## config.mk

```make
export PLATFORM = sky130hd
export DESIGN_NAME = leaf_result_drain
export DESIGN_NICKNAME = d
export VERILOG_FILES = /design/src/rtl/leaf_result_drain.sv
export SDC_FILE = /design/constraint.sdc
export NUM_CORES = 1
export LEC_CHECK = 0
export BUFFER_PORTS_ARGS = -buffer_cell sky130_fd_sc_hd__buf_2
export CAP_MARGIN = 20
export CORE_MARGIN = 4
export CORE_UTILIZATION = 60
export CTS_CLUSTER_SIZE = 40
export DETAILED_ROUTE_END_ITERATION = 8
export PLACE_DENSITY = 0.77
export SETUP_SLACK_MARGIN = 0.4
export SYNTH_ARGS = -nofsm -noshare
export SYNTH_HDL_FRONTEND = slang
export SYNTH_SLANG_ARGS = --single-unit
```

## constraint.sdc

```tcl
create_clock -name clk -period 15.6 [get_ports clk]
set_input_delay 1.56 -clock clk [delete_from_list [all_inputs] [get_ports clk]]
set_output_delay 1.56 -clock clk [all_outputs]
set_load 0.01 [all_outputs]
```

## src/rtl/leaf_result_drain.sv

```systemverilog
// rtl/leaf_result_drain.sv - buffers up to three leaf results per commit slot and drains them one per handshake
//
// Ports:
//   clk        rising-edge clock
//   reset      asynchronous active-low reset
//   clear      synchronous restart for the next tree (same effect as reset)
//   strobe     schedule commit slot; res_a/res_b/res_c sampled only when high
//   res_a/b/c  leaf result words; a nonzero word is a valid result
//   out_data   head word of the buffer, 0 when empty
//   out_valid  buffer non-empty
//   out_ready  consumer accepts out_data this cycle
//   out_last   presented word is the LEAF_COUNT-th word of the tree
//   overflow   sticky: a valid input word was dropped
//   done       sticky: the last word of the tree has been transferred
module leaf_result_drain #(
    parameter int DATA_W     = 32,
    parameter int DEPTH      = 8,
    parameter int LEAF_COUNT = 7
) (
    input  logic              clk,
    input  logic              reset,
    input  logic              clear,
    input  logic              strobe,
    input  logic [DATA_W-1:0] res_a,
    input  logic [DATA_W-1:0] res_b,
    input  logic [DATA_W-1:0] res_c,
    output logic [DATA_W-1:0] out_data,
    output logic              out_valid,
    input  logic              out_ready,
    output logic              out_last,
    output logic              overflow,
    output logic              done
);

    localparam int AW = $clog2(DEPTH);
    localparam int CW = $clog2(DEPTH + 1);

    typedef enum logic {
        S_COLLECT = 1'b0,
        S_DONE    = 1'b1
    } state_t;

    state_t            state;
    state_t            state_nxt;

    logic [DATA_W-1:0] mem [DEPTH];
    logic [AW-1:0]     wr_ptr;
    logic [AW-1:0]     rd_ptr;
    logic [CW-1:0]     count;
    logic [7:0]        accepted;
    logic [7:0]        sent;
    logic              overflow_q;

    logic              pop;
    logic              collecting;
    logic [31:0]       free_slots;
    logic [31:0]       leaf_room;
    logic [31:0]       budget;
    logic [1:0]        n_push;
    logic              drop;
    logic              we_a;
    logic              we_b;
    logic              we_c;
    logic [AW-1:0]     idx_a;
    logic [AW-1:0]     idx_b;
    logic [AW-1:0]     idx_c;
    logic [8:0]        accepted_sum;

    // Read side: everything presented depends only on registered state.
    assign out_valid = (count != '0);
    assign out_data  = out_valid ? mem[rd_ptr] : '0;
    assign out_last  = out_valid && (sent == 8'(LEAF_COUNT - 1));
    assign pop       = out_valid && out_ready;
    assign overflow  = overflow_q;
    assign done      = (state == S_DONE);

    // Push allocation. Space is judged on the count before this edge, so a
    // pop on the same edge never frees a slot for the incoming words.
    always_comb begin
        collecting = (state == S_COLLECT) && strobe && !clear;
        free_slots = 32'(DEPTH) - 32'(count);
        leaf_room  = 32'(LEAF_COUNT) - 32'(accepted);
        budget     = (free_slots < leaf_room) ? free_slots : leaf_room;
        n_push     = 2'd0;
        drop       = 1'b0;
        we_a       = 1'b0;
        we_b       = 1'b0;
        we_c       = 1'b0;
        idx_a      = wr_ptr;
        idx_b      = wr_ptr;
        idx_c      = wr_ptr;

        // Valid words pack into consecutive slots in a, b, c order; zero
        // words leave no gap. Anything past the budget is dropped.
        if (collecting && (res_a != '0)) begin
            if (32'(n_push) < budget) begin
                we_a   = 1'b1;
                idx_a  = wr_ptr + AW'(n_push);
                n_push = n_push + 2'd1;
            end else begin
                drop = 1'b1;
            end
        end
        if (collecting && (res_b != '0)) begin
            if (32'(n_push) < budget) begin
                we_b   = 1'b1;
                idx_b  = wr_ptr + AW'(n_push);
                n_push = n_push + 2'd1;
            end else begin
                drop = 1'b1;
            end
        end
        if (collecting && (res_c != '0)) begin
            if (32'(n_push) < budget) begin
                we_c   = 1'b1;
                idx_c  = wr_ptr + AW'(n_push);
                n_push = n_push + 2'd1;
            end else begin
                drop = 1'b1;
            end
        end

        accepted_sum = 9'(accepted) + 9'(n_push);
    end

    // Storage array carries no reset; validity is tracked by count.
    always_ff @(posedge clk) begin
        if (we_a) mem[idx_a] <= res_a;
        if (we_b) mem[idx_b] <= res_b;
        if (we_c) mem[idx_c] <= res_c;
    end

    always_ff @(posedge clk or negedge reset) begin
        if (!reset) begin
            wr_ptr     <= '0;
            rd_ptr     <= '0;
            count      <= '0;
            accepted   <= '0;
            sent       <= '0;
            overflow_q <= 1'b0;
        end else if (clear) begin
            wr_ptr     <= '0;
            rd_ptr     <= '0;
            count      <= '0;
            accepted   <= '0;
            sent       <= '0;
            overflow_q <= 1'b0;
        end else begin
            wr_ptr <= wr_ptr + AW'(n_push);
            rd_ptr <= rd_ptr + AW'(pop);
            count  <= count + CW'(n_push) - CW'(pop);
            if (accepted_sum > 9'(LEAF_COUNT)) begin
                accepted <= 8'(LEAF_COUNT);
            end else begin
                accepted <= accepted_sum[7:0];
            end
            if (pop && (sent != 8'(LEAF_COUNT))) begin
                sent <= sent + 8'd1;
            end
            if (drop) begin
                overflow_q <= 1'b1;
            end
        end
    end

    always_ff @(posedge clk or negedge reset) begin
        if (!reset) begin
            state <= S_COLLECT;
        end else begin
            state <= state_nxt;
        end
    end

    // The tree finishes when its last word leaves; only clear/reset restart.
    always_comb begin
        state_nxt = state;
        if (clear) begin
            state_nxt = S_COLLECT;
        end else if ((state == S_COLLECT) && pop && out_last) begin
            state_nxt = S_DONE;
        end
    end

endmodule

```

======== After elaboration in Yosys (flattened, before gate mapping) ========
Memories as Yosys holds them, arrays and structs flattened.
Cells that the tools add are included.
operators by class
  add/sub/neg operators ................... 12
  $mul .................................... 0
  div/mod/pow operators ................... 0
  order comparisons ....................... 5
  equal/unequal tests ..................... 2
  shifts and indexed selects .............. 0
  muxes and demuxes ....................... 41
  bitwise operators ....................... 1
  reduce and logical (&&, ||, !) cells .... 18
operators by type and width
  kind                                                                             number
  32-bit nonzero test                                                              3
  2-bit by 32-bit < comparator with 1-bit output                                   2
  32-bit 2-to-1 mux                                                                2
  1-bit by 32-bit < comparator with 1-bit output, first input constant             1
  32-bit < comparator                                                              1
  8-bit 2-to-1 mux                                                                 4
  1-bit 2-to-1 mux                                                                 23
  3-bit 2-to-1 mux                                                                 6
  1-bit logical AND                                                                10
  2-bit 2-to-1 mux                                                                 5
  3-bit by 2-bit adder with 3-bit output                                           3
  8-bit by 2-bit adder with 9-bit output                                           1
  9-bit by 3-bit greater-than comparator with 1-bit output, second input constant  1
  3-bit by 8-bit subtractor with 9-bit output, first input constant                1
  8-bit by 1-bit adder with 8-bit output, second input constant                    1
  8-bit by 3-bit equality test with 1-bit output, second input constant            1
  8-bit by 3-bit != test with 1-bit output, second input constant                  1
  2-bit nonzero test                                                               3
  4-bit by 4-bit subtractor with 5-bit output, first input constant                1
  2-bit by 1-bit adder with 2-bit output, second input constant                    2
  4-bit by 2-bit adder with 4-bit output                                           1
  4-bit 2-to-1 mux                                                                 1
  4-bit nonzero test                                                               1
  4-bit by 1-bit subtractor with 4-bit output                                      1
  3 further kinds                                                                  3
word-level totals
  flip-flop bits (word level) ............. 28
  latch bits .............................. 0
  bits in writable memories ............... 256
  memory bits (read-only) ................. 0
  input port bits ......................... 101
  output and inout bits ................... 36
  word-level logic and storage cells ...... 87
  memories kept ........................... 1
memory list
  name  depth  bits a word  rd ports  clocked after Yosys merged registers in  write ports  line  source
  mem   8      32           1         0                                        3            46    logic [DATA_W-1:0] mem [DEPTH];

======== Logic depth before layout (Yosys ltp) ========
  depth in word-level cells ............... 16
  gate-level depth with buffers ........... 27

======== Worst setup path after synthesis ========
OpenSTA, ideal clock, no wires.
  path type ............................... register to register
  start point ............................. register accepted[3]
  end point ............................... memory mem[0][0] (enable)
  library setup time ...................... 533 ps
  arrival time ............................ 6734 ps
  data required time ...................... 15067 ps
  setup slack ............................. 8332 ps
  cell stages (with the launch flop) ...... 13
  buffers on the path ..................... 0
  period minus slack after synthesis ...... 7268 ps
  cells stage by stage .................... dfrtp_1 > inv_1 > ha_1 > nor3b_1 > xor2_1 > ha_1 > nand4_1 > or4_4 > nand2_1 > nor4_1 > a211oi_1 > nand2_1 > o311ai_0
RTL lines
  element                 line  source
  start, declared         50    logic [7:0] accepted;
  start signal, assigned  153   accepted <= 8'(LEAF_COUNT);
  start signal, assigned  155   accepted <= accepted_sum[7:0];
  end, declared           46

======== Worst setup path in the final report ========
  start point ............................. input port res_a[17]
  end point ............................... register accepted[1]
between the ends
  cells in the longest elaborated chain, start to end .. 13
RTL lines
  element                                                                                                   line      source
  start, declared                                                                                           24        input logic [DATA_W-1:0] res_a,
  32-bit nonzero test (*)                                                                                   95        if (collecting && (res_a != '0)) begin
  1-bit logical AND (*)                                                                                     95
  2-bit 2-to-1 mux (*)                                                                                      95
  2-bit by 32-bit < comparator with 1-bit output or 2-bit by 1-bit adder with 2-bit output (tied branches)  105, 108
  2-bit 2-to-1 mux                                                                                          105       if (32'(n_push) < budget) begin
  2-bit 2-to-1 mux (*)                                                                                      104       if (collecting && (res_b != '0)) begin
  2-bit by 32-bit < comparator with 1-bit output or 2-bit by 1-bit adder with 2-bit output (tied branches)  114, 117
  2-bit 2-to-1 mux                                                                                          114       if (32'(n_push) < budget) begin
  2-bit 2-to-1 mux (*)                                                                                      113       if (collecting && (res_c != '0)) begin
  8-bit by 2-bit adder with 9-bit output (*)                                                                123       accepted_sum = 9'(accepted) + 9'(n_push);
  9-bit by 3-bit greater-than comparator with 1-bit output                                                  152       if (accepted_sum > 9'(LEAF_COUNT)) begin
  8-bit 2-to-1 mux (*)                                                                                      152
  8-bit 2-to-1 mux (*)                                                                                      141       end else if (clear) begin
Mark *: on every way between the ends. The rest lies on a longest branch, timed or not.
A chain may end at the register's enable or synchronous reset.

==> impl_summary.md <==
Worst hold path
The class of the most critical hold timing path is flip-flop to flip-flop.

Synth
The number of warnings printed during yosys synthesis is 0. The number of synthesized flops with an enable pin is approximately 260. The flop and latch count out of synthesis is between 200 and 300.

The async set-reset flop share out of synthesis is about a tenth. The synthesized netlist occupies a cell area of around 19,000 sq um. Dividing the synthesized area by the synthesized cell count gives 12.23 sq um. The number of instances in the synthesized netlist is between 1,500 and 2,000.

For this run, the leading register cell type out of synthesis is edfxtp_1. Yosys mapped the design onto ~70 distinct sky130hd cell types. The register area share after synthesis is approximately 44%.

Place
The count of buffers inserted at the top-level ports is approximately 140. Detailed placement ended at an HPWL of between 30,000 and 40,000 microns. The congestion estimate from routability-driven global placement came to 0.8717. The instance count after placement with tap cells included is ~1,900.

Setup path
Data on the critical path arrives at its endpoint at between 7 and 8 ns. The endpoint required time on the critical path is roughly 16 ns. The element type at the critical path start is an input pin. The slowest cell on the critical path is o221ai_2. The highest fanout seen on the critical path is 9. The worst setup path is captured at a flip-flop. The worst setup path is of the input pin to flip-flop kind. The worst register-to-register path has a depth of 23. Setup slack on the worst reg-to-reg path comes out at roughly 8.4 ns. The most frequent cell on the critical path is ha_1.

The end of the worst register-to-register path is accepted[1]. The most critical setup path has its endpoint at accepted[1]. In this run the critical register-to-register path is launched from count[0]. The signal on the critical path passes through buf_2 > nor4_1 > nand4_1 > o21ai_1 > nand2_1 > o221ai_2 > ha_1 > nand2_1 > inv_1 > ha_1 > o22a_1 > a21oi_4 > xnor2_1 > ha_1 > inv_1 > fa_1 > nand4b_1 > a2111oi_0 > a21oi_1. The critical path's largest stage delay is around 0.8 ns. The most critical setup path has its startpoint at res_a[17].

GRT
The first global-routing pass estimated about 75,000 microns of wire. Entering global routing, the biggest net connects 65 pins. Global routing consumed, over all layers together, between 20 and 30% of the routing resources. The number of antenna violations at the first check in global routing is 1. The number of global-route vias before repair is 12,732.

The total overflow reported by the global router is 0.

Floorplanning
The number of placed I/O pins is roughly 140. The floorplan has 64 rows. The die height is between 150 and 200 microns.

From left edge to right edge, the die measures about 190 microns. In this run the standard cell core region covers between 30,000 and 40,000 sq um. The starting density of the core is between 60% and 70%.

The full die area is about 35,000 sq um.

Pwr
The design draws approximately 3000 uW. The power density normalized to cell area is between 100 and 150 nW/um^2. IR analysis of the VDD net gives a maximum drop of approximately 0.12 mV. Summed over all cells, the static leakage comes to ~0.0083 uW.

Timing
The routed design could run at a clock period as short as 7.236 ns. Setup repair after global routing left no endpoint under its margin. The period utilization is between 40 and 50%. The final total negative setup slack is 0 ns. Clock skew on the completed layout was measured at 0.01642 ns. The final-report setup violation count is 0. The final worst hold slack is 0.5191 ns. The worst max-slew margin expressed relative to the limit is 26.28%.

The transition time at the pin with the least slew margin is between 1 and 1.5 ns. The fmax is ~0.14 GHz. The max-slew violation count is 0. The number of hold violations in the final report came to 0.

Drt
The remaining design rule violation count is 0. The count of nets left with antenna violations once routing finished came out at 0. The detailed-route vias per instance is 6.479.

The number of optimization iterations in the first detailed-route pass is 6. The wire length per cell is roughly 25 microns. For this block, the routed nets add up to just under 50,000 microns of wire. The routed via count is roughly 13,000. After the first detailed-routing iteration, the DRC count stood at between 1,000 and 1,500.

Clocking
Post-CTS timing repair inserted 0 buffers for setup. Clock latency on the worst-skew pair, taken at its later pin, is between 0.5 and 0.6 ns. The quantity of hold-fixing buffers added after cts is 0. After clock tree synthesis, the clock-pin slew on the worst setup and hold paths is approximately 0.060 ns. The number of buffers added by the clock tree synthesis step is 31.

The CTS tree is built. CTS built an H-tree with a depth of 1. The root buffer cell chosen for the clock tree is clkbuf_16. The number of buffers between clock root and the deepest sink is 3. The count of cells resized by post-cts repair is 0.

The tree built by TritonCTS fans out to 284 sinks.

Job
Across the run, the number of max-cap violations was 0.

Finish
Relative to the synthesized area, the layout overhead comes to 6.938%. In the final layout, flip-flops and latches occupy approximately 8400 sq um. For this run, the number of standard cells in the final layout without fillers is 1,976. The area of the multi-input gates is ~9500 sq um. The number of antenna cells inserted is 0. In the final layout, the share of cells above drive strength 1 is 27.91%. The number of nets at the end of the flow is around 1,700.

The layout has around 2,300 filler cells.

Outcome
The flow ran to the end, and the final reports show no timing, DRC or antenna violations.
==> layer usage <==
| metal | routed length [microns] | GRT usage, % | vias to the layer above |
|---|---|---|---|
| met1 | 19470 | 38.74 | 6292 |
| met2 | 23320 | 46.56 | 654 |
| met4 | 1353 | 7.840 | 2 |
| li1 | - | - | 5760 |
| met5 | 14 | 0 | - |
| met3 | 4398 | 4.886 | 95 |
==> worst min-delay path by stage <==
stage             from       to  slack [ns]  depth (start not counted)
2_1_floorplan  sent[7]  sent[7]        0.50                          2
3_3_place_gp      done     done        0.50                          2
3_5_place_dp      done     done        0.52                          2
4_1_cts           done     done        0.53                          2
5_1_grt           done     done        0.57                          2
6_report          done     done        0.52                          2
==> cell usage after synthesis (all sizes together) (8+ instances only) <==
| master | count | share of area (%) |
|---|---|---|
| ha | 29 | 1.9 |
| inv | 32 | 0.63 |
| nor2 | 86 | 1.7 |
| mux4 | 64 | 7.6 |
| mux2 | 193 | 13 |
| xnor2 | 10 | 0.46 |
| clkbuf | 78 | 1.7 |
| nor4 | 27 | 1.0 |
| xor2 | 13 | 0.60 |
| a21oi | 45 | 1.2 |
| nand2 | 150 | 3.0 |
| nand3 | 8 | 0.37 |
| o21ai | 134 | 3.6 |
| dfrtp | 28 | 3.7 |
| edfxtp | 256 | 40 |
| mux2i | 194 | 10 |
| nand4 | 16 | 1.2 |
| buf | 115 | 4.3 |
==> sequential cells by signal, summed over array words and instances, names as in the netlist <==
register	count
rd_ptr	3
count	4
sent	8
done	1
accepted	8
wr_ptr	3
mem	256
overflow	1
==> where the power goes <==
part           total [uW]  internal, uW  leakage (uW)  switching, uW
Clock                 692           394      0.000463            298
Combinational        1170           485       0.00512            688
Sequential           1100          1030       0.00269           68.8
==> cell usage in the layout (no fill, tap or decap), types with 7 or more instances in the layout <==
cell type and n:
clkinv_2 7, mux4_2 64, edfxtp_1 256, xnor2_1 10, o21ai_1 30, a21oi_1 44
nand2_1 150, clkbuf_1 7, mux2i_1 194, mux2_4 67, mux2_1 58, nor2_1 86
o21ai_0 103, clkbuf_16 31, dfrtp_1 25, nand4_4 9, nor2b_1 7, clkinv_1 8
nor4_1 25, inv_1 32, nand4_1 7, xor2_1 13, ha_1 29, buf_2 136
mux2_2 68, buf_4 22
==> cell families (layout without fill, tap and decap cells) <==
| group | after synthesis | count (layout) | share of synthesized area, % |
|---|---|---|---|
| and+or+nand+nor | 321 | 321 | 8.678 |
| xor gates and xnor gates | 24 | 24 | 1.186 |
| AOI/OAI and AO/OA | 213 | 213 | 6.405 |
| DFF | 284 | 284 | 44.17 |
| adders and majority gates | 33 | 33 | 2.333 |
| muxes | 451 | 451 | 30.59 |
| buffers and inverters | 225 | 249 | 6.616 |
| other | 1 | 5 | 0.01975 |
==> cell type report <==
| type | count | area share, % |
|---|---|---|
| flip-flops and latches | 284 | 41.34 |
| repair buffers | 161 | 4.455 |
| well taps | 396 | 2.440 |
| inverters | 32 | 0.5915 |
| clock buffers | 38 | 3.950 |
| multi-input cells | 1047 | 46.56 |
| clock inverters | 18 | 0.6593 |
==> stage by stage <==
stage / area (sq um) / setup WS (ns) / utilization, %
final: 20310 / 8.364 / 65.69
after global routing: 20310 / 7.760 / 65.69
after CTS: 20240 / 8.435 / 65.48
after detailed placement: 19300 / 7.931 / 62.45
after global placement: 19300 / 8.111 / 62.45
after floorplan: 19000 / 8.332 / -
==> worst max-delay path: cells and delay by family <==
family	cells	cell delay [ns]
and+or+nand+nor	5	1.30
AOI/OAI and AO/OA	6	2.99
buffers and inverters	3	0.37
xor gates and xnor gates	1	0.20
adders and majority gates	4	1.20
Note: power is estimated with default switching activity, not from simulation.
